`config.mk`:
```
export PLATFORM = sky130hd
export DESIGN_NAME = mic_dma_multi
export DESIGN_NICKNAME = d
export VERILOG_FILES = /design/src/rtl/mic_dma_multi.sv
export SDC_FILE = /design/constraint.sdc
export NUM_CORES = 1
export LEC_CHECK = 0
export ABC_CLOCK_PERIOD_IN_PS = 6100
export CAP_MARGIN = 30
export CORE_MARGIN = 2
export CORE_UTILIZATION = 50
export CTS_BUF_LIST = sky130_fd_sc_hd__clkbuf_8
export CTS_CLUSTER_SIZE = 10
export DETAILED_ROUTE_END_ITERATION = 8
export PLACE_DENSITY_LB_ADDON = 0.1
export SYNTH_ARGS = -nofsm -noshare
export SYNTH_HDL_FRONTEND = slang
export SYNTH_SLANG_ARGS = --single-unit
```
`constraint.sdc`:
```
create_clock -name CLK -period 6.1 [get_ports CLK]
set_clock_uncertainty 0.15 [all_clocks]
set_input_delay 1.22 -clock CLK [delete_from_list [all_inputs] [get_ports CLK]]
set_output_delay 1.22 -clock CLK [all_outputs]
set_load 0.01 [all_outputs]
```
`src/rtl/mic_dma_multi.sv`:
```
`default_nettype none
// ============================================================================
// Module   : mic_dma_multi
// Brief    : Multi-channel microphone capture DMA. Steps the mic mux through
//            NUM_CH channels per frame, captures one word per channel and
//            writes it through an Avalon-MM master into a per-channel
//            contiguous buffer (sample-major, channel-minor write order).
// Options  : MIC_DMA_OVERRUN_EN - count read_ready rising edges that arrive
//            while a frame is still being captured/written.
// Revision : 1.0 - initial release
// ============================================================================
module mic_dma_multi #(
  parameter int NUM_CH     = 4,
  parameter int ADDR_W     = 32,
  parameter int DATA_W     = 32,
  parameter int CNT_W      = 32,
  parameter int SETTLE_CYC = 2
) (
  input  logic                    CLK,
  input  logic                    RESET,
  output logic [ADDR_W-1:0]       AM_ADDR,
  output logic [2:0]              AM_BURSTCOUNT,
  output logic                    AM_WRITE,
  output logic [DATA_W-1:0]       AM_WRITEDATA,
  output logic [DATA_W/8-1:0]     AM_BYTEENABLE,
  input  logic                    AM_WAITREQUEST,
  input  logic [DATA_W-1:0]       mic_data,
  output logic [$clog2(NUM_CH)-1:0] select,
  input  logic                    read_ready,
  input  logic                    start,
  input  logic [ADDR_W-1:0]       start_address,
  input  logic [CNT_W-1:0]        number_samples,
  output logic                    FINISHED,
  output logic [15:0]             overrun_count
);

  localparam int              c_SEL_W   = $clog2(NUM_CH);
  localparam int              c_SET_W   = $clog2(SETTLE_CYC + 1);
  localparam logic [ADDR_W-1:0] c_BYTES_A = ADDR_W'(DATA_W / 8);

  typedef enum logic [2:0] {
    S_IDLE     = 3'd0,
    S_WAIT_RDY = 3'd1,
    S_SEL      = 3'd2,
    S_WR       = 3'd3,
    S_FIN      = 3'd4
  } state_t;

  state_t              r_state;
  state_t              w_next;
  logic [c_SEL_W-1:0]  r_ch;
  logic [CNT_W-1:0]    r_n;
  logic [CNT_W-1:0]    r_sample;
  logic [c_SET_W-1:0]  r_settle;
  logic [ADDR_W-1:0]   r_ptr [NUM_CH];
  logic [DATA_W-1:0]   r_wdata;

  logic                w_settle_done;
  logic                w_last_ch;
  logic                w_last_sample;
  logic [ADDR_W-1:0]   w_stride;

  assign w_settle_done = (r_settle == c_SET_W'(SETTLE_CYC - 1));
  assign w_last_ch     = (r_ch == c_SEL_W'(NUM_CH - 1));
  assign w_last_sample = ((r_sample + CNT_W'(1)) == r_n);
  // Per-channel buffer size in bytes; modular arithmetic gives the
  // ADDR_W truncation of base + c*N*bytes for free.
  assign w_stride      = ADDR_W'(number_samples) * c_BYTES_A;

  assign AM_BURSTCOUNT = 3'd1;
  assign AM_BYTEENABLE = '1;
  assign AM_WRITEDATA  = r_wdata;

  // State register.
  always_ff @(posedge CLK) begin
    if (RESET) r_state <= S_IDLE;
    else       r_state <= w_next;
  end

  // Next-state decode and Moore-style bus/mux outputs.
  always_comb begin
    w_next   = r_state;
    AM_WRITE = 1'b0;
    AM_ADDR  = '0;
    select   = '0;
    FINISHED = 1'b0;
    case (r_state)
      S_IDLE: begin
        if (start) w_next = (number_samples == '0) ? S_FIN : S_WAIT_RDY;
      end
      S_WAIT_RDY: begin
        select = r_ch;
        if (read_ready) w_next = S_SEL;
      end
      S_SEL: begin
        select = r_ch;
        if (w_settle_done) w_next = S_WR;
      end
      S_WR: begin
        select   = r_ch;
        AM_WRITE = 1'b1;
        AM_ADDR  = r_ptr[r_ch];
        if (!AM_WAITREQUEST) begin
          if (!w_last_ch)         w_next = S_SEL;
          else if (w_last_sample) w_next = S_FIN;
          else                    w_next = S_WAIT_RDY;
        end
      end
      S_FIN: begin
        FINISHED = 1'b1;
        if (!start) w_next = S_IDLE;
      end
      default: w_next = S_IDLE;
    endcase
  end

  // Run parameters, channel/sample/settle counters, address pointers, data.
  always_ff @(posedge CLK) begin
    if (RESET) begin
      r_ch     <= '0;
      r_n      <= '0;
      r_sample <= '0;
      r_settle <= '0;
      r_wdata  <= '0;
      for (int i = 0; i < NUM_CH; i++) r_ptr[i] <= '0;
    end else begin
      case (r_state)
        S_IDLE: begin
          if (start) begin
            r_n      <= number_samples;
            r_ch     <= '0;
            r_sample <= '0;
            r_settle <= '0;
            for (int i = 0; i < NUM_CH; i++)
              r_ptr[i] <= start_address + w_stride * ADDR_W'(i);
          end
        end
        S_WAIT_RDY: begin
          if (read_ready) begin
            r_ch     <= '0;
            r_settle <= '0;
          end
        end
        S_SEL: begin
          // Capture on the final settle cycle so the mux has had
          // SETTLE_CYC cycles to propagate the newly selected mic.
          if (w_settle_done) begin
            r_wdata  <= mic_data;
            r_settle <= '0;
          end else begin
            r_settle <= r_settle + c_SET_W'(1);
          end
        end
        S_WR: begin
          if (!AM_WAITREQUEST) begin
            r_ptr[r_ch] <= r_ptr[r_ch] + c_BYTES_A;
            if (!w_last_ch) begin
              r_ch <= r_ch + c_SEL_W'(1);
            end else begin
              r_ch     <= '0;
              r_sample <= r_sample + CNT_W'(1);
            end
          end
        end
        default: ;
      endcase
    end
  end

`ifdef MIC_DMA_OVERRUN_EN
  logic        r_rr_q;
  logic [15:0] r_ovr;

  // Frames announced while the previous one is still in SEL/WR are lost;
  // count them with a saturating counter, cleared when a new run starts.
  always_ff @(posedge CLK) begin
    if (RESET) begin
      r_rr_q <= 1'b0;
      r_ovr  <= '0;
    end else begin
      r_rr_q <= read_ready;
      if (r_state == S_IDLE && start)
        r_ovr <= '0;
      else if ((r_state == S_SEL || r_state == S_WR) && read_ready && !r_rr_q
               && r_ovr != 16'hFFFF)
        r_ovr <= r_ovr + 16'd1;
    end
  end

  assign overrun_count = r_ovr;
`else
  assign overrun_count = 16'h0000;
`endif

endmodule
`default_nettype wire

```
# [Word-level counts from Yosys, hierarchy flattened]
# Memories as Yosys holds them, arrays and structs flattened. A register that Yosys moved wholly into a read port is not among the register bits.
# Cells that the tools add are included.
[op_classes] add_sub_neg=7 n_bitwise=4 shift=0 eq_ne=13 n_reduce_logical=13 n_div=0 order_cmp=0 multipliers=1 n_mux=43
[ops] op="$mux 32" count=9
[ops] op="$add 32x32->32" count=3
[ops] op="$pmux 32 s2" count=1
[ops] op="$add 32x1->32 const B" count=1
[ops] op="$add 32x3->32 const B" count=1
[ops] op="$eq 32x32->1" count=1
[ops] op="$logic_not 32->1" count=1
[ops] op="$reduce_or 32->1" count=1
[ops] op="$mul 30x2->30 const B" count=1
[ops] op="$mux 3" count=8
[ops] op="$mux 2" count=9
[ops] op="$pmux 3 s5" count=1
[ops] op="$mux 1" count=13
[ops] op="$ne 2x2->1 const B" count=6
[ops] op="$pmux 2 s3" count=2
[ops] op="$reduce_and 4->1" count=2
[ops] op="$eq 3x2->1 const B" count=2
[ops] op="$reduce_bool 3->1" count=2
[ops] op="$reduce_and 5->1" count=1
[ops] op="$add 2x1->2 const B" count=2
[ops] op="$or 1x1->1" count=4
[ops] op="$reduce_and 2->1" count=2
[ops] op="$eq 3x1->1 const B" count=1
[ops] op="$eq 3x3->1 const B" count=1
[ops] op="6 further kinds" count=6
[totals] mem_count=1 inputBits=101 latchBits=0 ff_bits=103 elab_cells=88 ramBits=128 mem_bits_ro=0 out_inout_bits=91
[mem_list] name="r_ptr" depth=4 width=32 read_ports=1 rd_ports_with_merged_regs=1 write_ports=4 line_no="55" text="logic [ADDR_W-1:0] r_ptr [NUM_CH];"

# [Logic depth before layout (Yosys ltp)]
[depth] ltp_word=6 ltp_mapped=23

# [Worst setup path before layout]
# Ideal clock, no wire load.
[synth_timing] path_kind="input-to-reg" start="input port number_samples[0]" end="memory r_ptr[3][30] (data pin)" n_path_buf=0 arrival_ns=5.116 setup_time_ns=0.274 path_stages=22 required_ns=5.676 slack_ns=0.560 cell_sequence="ha_1 > fa_1 > a21oi_1 > nor2_1 > o31a_1 > a21o_1 > and2_1 > o21ai_0 > nand2b_1 > a21oi_1 > xnor2_1 > ha_1 > inv_1 > a21oi_1 > nor3_1 > o31ai_1 > o21ba_2 > o41ai_1 > o21ai_0 > a31oi_1 > xnor2_1 > o22ai_1"
[synth_lines] element="start: declaration" line_no="32" text="input logic [CNT_W-1:0] number_samples,"
[synth_lines] element="end: declaration" line_no="55"

==> results.md <==
* Ys async rst share at 0%
* Non-Filler Instances at 2646
* Crit path max-delay family: compound AO/OA/AOI/OAI gates
* Unique cell type count in the Yosys netlist at 86
* Max Root-Sink Buffers at 3
* Post-placement cell count at 2570
* Reg2reg end: r_ptr[0][28]$_DFFE_PP_
* Setup-failing EPs final at 0
* Slew Limit Fails at 0
* Synthesized instance count at just under 2000
* P_sw at 1800 uW
* Largest net degree at the start of global routing at 69
* Slowest stage cell, crit path: clkdlybuf4s50_1
* Crit path time final at 5.705 ns
* DR pass1 iterations at 5
* Max cap viols at 0
* Hold Buf Count CTS at 0
* Hold wc startpoint: AM_WRITEDATA[17]$_SDFFE_PP0P_
* Number of buffers and inverters on the critical path at 2
* Drt initial violations at 1265
* Chip width at 190.6 um
* Met3 global-route usage at 4.251%
* Filler cell count at between 3000 and 4000
* Synth Warn # at 0
* Sw Share at about a third
* Routed Antenna Nets at 0
* Synth area leader: edfxtp_1
* VDD IR max at approximately 0.11 mV
* Placed Area at 19650 um^2
* Post-synthesis cell area at 17410 um^2
* Req. time, crit path at 6.25 ns
* Syn_area_per_cell at about 9 um^2
* #FFs+latches synth at 233
* Sequential power share at 38.3%
* Slew HR at just under 40%
* Core Box Area at 34370 um^2
* Crit-path cells: clkdlybuf4s50_1 > ha_1 > fa_1 > a21oi_1 > nor2_1 > o31a_1 > a21o_1 > and2_1 > o21ai_0 > nand2b_1 > a21oi_1 > xnor2_1 > ha_1 > nand4_1 > nor2_1 > nor3_1 > o31ai_1 > o21ba_2 > o41ai_1 > buf_4 > o21ai_0 > a31oi_1 > xnor2_1 > o22ai_1
* Tcrit/Tclk final at 93.52%
* Fin Setup TNS at 0 ns
* First-pass GRT wire length at 83040 um
* Share of post-route cells with drive strength above 1 at under 10%
* Routed WL per cell at 20.39 um
* Post-route cell area at 20460 um^2
* Global Route met2 Usage at 49.16%
* Routed WL at 53960 um
* Area of the die at 36320 um^2
* Least-Margin Pin Slew at 0.9057 ns
* Clock slew seen by the registers of the worst setup and hold paths at roughly 0.06 ns
* Synth area leaders: edfxtp_1 (22%), dfxtp_1 (12%), ha_1 (9.6%)
* CTS resizes at 0
* Total Power at about 5200 uW
* GR Overflow Total at 0
* Via count at ~16000
* Via/cell ratio at between 5 and 6
* Final Hold Fails at 0
* CTS buffer count at 42
* PD cells at 253.6 nW/um^2
* Combinational share of power at between 30 and 40%
* Post-layout util at 59.52%
* Clock root cell: clkbuf_8
* Hold endpoint: AM_WRITEDATA[17]$_SDFFE_PP0P_
* Most common cell in the netlist: nand2_1
* Ant. Diodes at 0
* Detailed Place HPWL at 39360 um
* Hold Path Depth at 2
* Post-CTS repair timing setup buffer count at 0
* Register-to-Register Path Depth at 9
* Post-layout nets at approximately 2400
* Vias in the first global route at between 15000 and 20000
* Internal power at 3389 uW
* Worst Hold Class: register to register
* CTS sink count at 233
* Setup slack, reg-to-reg at between 1.5 and 2 ns
* Global route hottest layer: met2
* Critical Path End Type: register
* Clock group share of total power at 28.1%
* Met1 track demand over resource at 39.10%
* CP Data Arrival Time at 5.85 ns
* Clock Latency Late Sink at 0.58 ns
* Initial antenna violation count at 0
* Area Overhead vs Synth at 17.54%
* F_max at approximately 180 MHz
* Crit start category: input pin
* FP Rows at 68
* Post-synthesis sequential area ratio at 34.16%
* Number of port buffers at 168
* # DRC at 0
* Top-area cell type share of the netlist area at 22.08%
* Total GRT Usage at 29.43%
* Outcome: completed
* EDFF count, synth at 128
* Leakage at 0.007904 uW
* CP max stage delay at 0.46 ns
* Critical Path Fanout Max at 3
* CTS tree: yes
* I/O pin count at about 190
* RePlAce Congestion at 0.9164
* Die height at 190.6 um
* Critical Path Stages at 24
* Most common flop cell mapped by yosys: edfxtp_1
* Initial Util at 50.64%
* RSZ-0062 raised after global routing: no
* Commonest cells in the netlist: nand2_1 (244), a21oi_1 (176), o21ai_0 (143)
* Critical path type: input pin to register
* H-tree depth at 2
final cells by class:
class / instances / area (um^2) / area share, %
Multi-Input combinational cell: 1581 / 10690 / 52.25
Sequential cell: 233 / 5947 / 29.07
Timing Repair Buffer: 234 / 2192 / 10.71
Clock buffer: 49 / 674.4 / 3.296
Tap cell: 455 / 569.3 / 2.783
Inverter: 67 / 251.5 / 1.229
Clock inverter: 27 / 135.1 / 0.6605
power groups by stage:
stage / clock network, uW / registers (uW) / logic (uW)
final: 1460 / 1990 / 1740
after global routing: 1550 / 2000 / 1900
after CTS: 1480 / 1980 / 1720
after detailed placement: 0 / 2020 / 1710
after global placement: 0 / 2010 / 1690
after floorplan: 0 / 1970 / 1200
worst max-delay path by stage:
stage / from / end / slack (ns)
6_report: number_samples[0] / r_ptr[3][30]$_DFFE_PP_ / 0.40
5_1_grt: number_samples[1] / r_ptr[3][29]$_DFFE_PP_ / 0.06
4_1_cts: number_samples[0] / r_ptr[3][30]$_DFFE_PP_ / 0.48
3_3_place_gp: number_samples[0] / r_ptr[3][30]$_DFFE_PP_ / -0.13
3_5_place_dp: number_samples[0] / r_ptr[3][30]$_DFFE_PP_ / -0.13
2_1_floorplan: number_samples[0] / r_ptr[3][30]$_DFFE_PP_ / 0.56
kinds of logic (layout without fill, tap and decap cells):
kind of cell               count (synthesis)  count (layout)  share of synthesized area [%]
AOI/OAI and AO/OA                        572             572                          19.87
xor gates and xnor gates                 182             182                          9.158
adders and majority gates                138             138                          10.09
buffers and inverters                    178             377                          5.003
DFF                                      233             233                          34.16
muxes                                     35              35                          4.248
other                                      2              23                        0.04315
and+or+nand+nor                          631             631                          17.43
tightest hold or removal path, stage by stage (launching register included):
cell and delay [ns]:
dfxtp_1 0.30, nand2_1 0.05, a21oi_1 0.05
flip-flops by register name, indices dropped and copies added (netlist names), named ones only:
signal	flops
AM_WRITEDATA	32
r_sample	32
r_settle	2
r_state	3
r_n	32
r_ch	2
r_ptr	128
per-stage QoR:
step	hold slack [ns]	setup WS, ns
after detailed placement	0.2981	-0.1275
after global placement	0.2915	-0.1306
after floorplan	0.2943	0.5603
final	0.3026	0.3955
after CTS	0.3053	0.4761
after global routing	0.3183	0.06257
cells in the final DEF, fill, tap and decap left out, types with 6 or more instances in the layout:
master           count
o21bai_1            14
edfxtp_1           128
nor3b_1              8
a21oi_1            176
nand2_1            243
ha_1               134
o22ai_1             79
a21o_1              39
nand4_1             25
a22oi_1              6
nand3_1             42
inv_1               80
clkinv_1             9
o21ai_0            143
o211ai_1             6
nor2_1             113
a31oi_1             20
xor2_1              70
clkdlybuf4s50_1    167
nor3_1              43
and2_1              42
nand2b_1            23
o21a_1              17
nor2b_1             18
or2_2                7
conb_1              23
o31ai_1              7
or3_1                9
buf_4               65
mux4_2              31
xnor2_1            112
a22o_1              12
and3_1              18
dfxtp_1            104
nor4_1               6
clkbuf_8            49
layer usage:
metal,share of wire [%],vias up
met3,8.5,110
li1,-,7534
met4,3.3,0
met2,46,698
met5,0,-
met1,42,7509
Note: power is estimated with default switching activity, not from simulation.
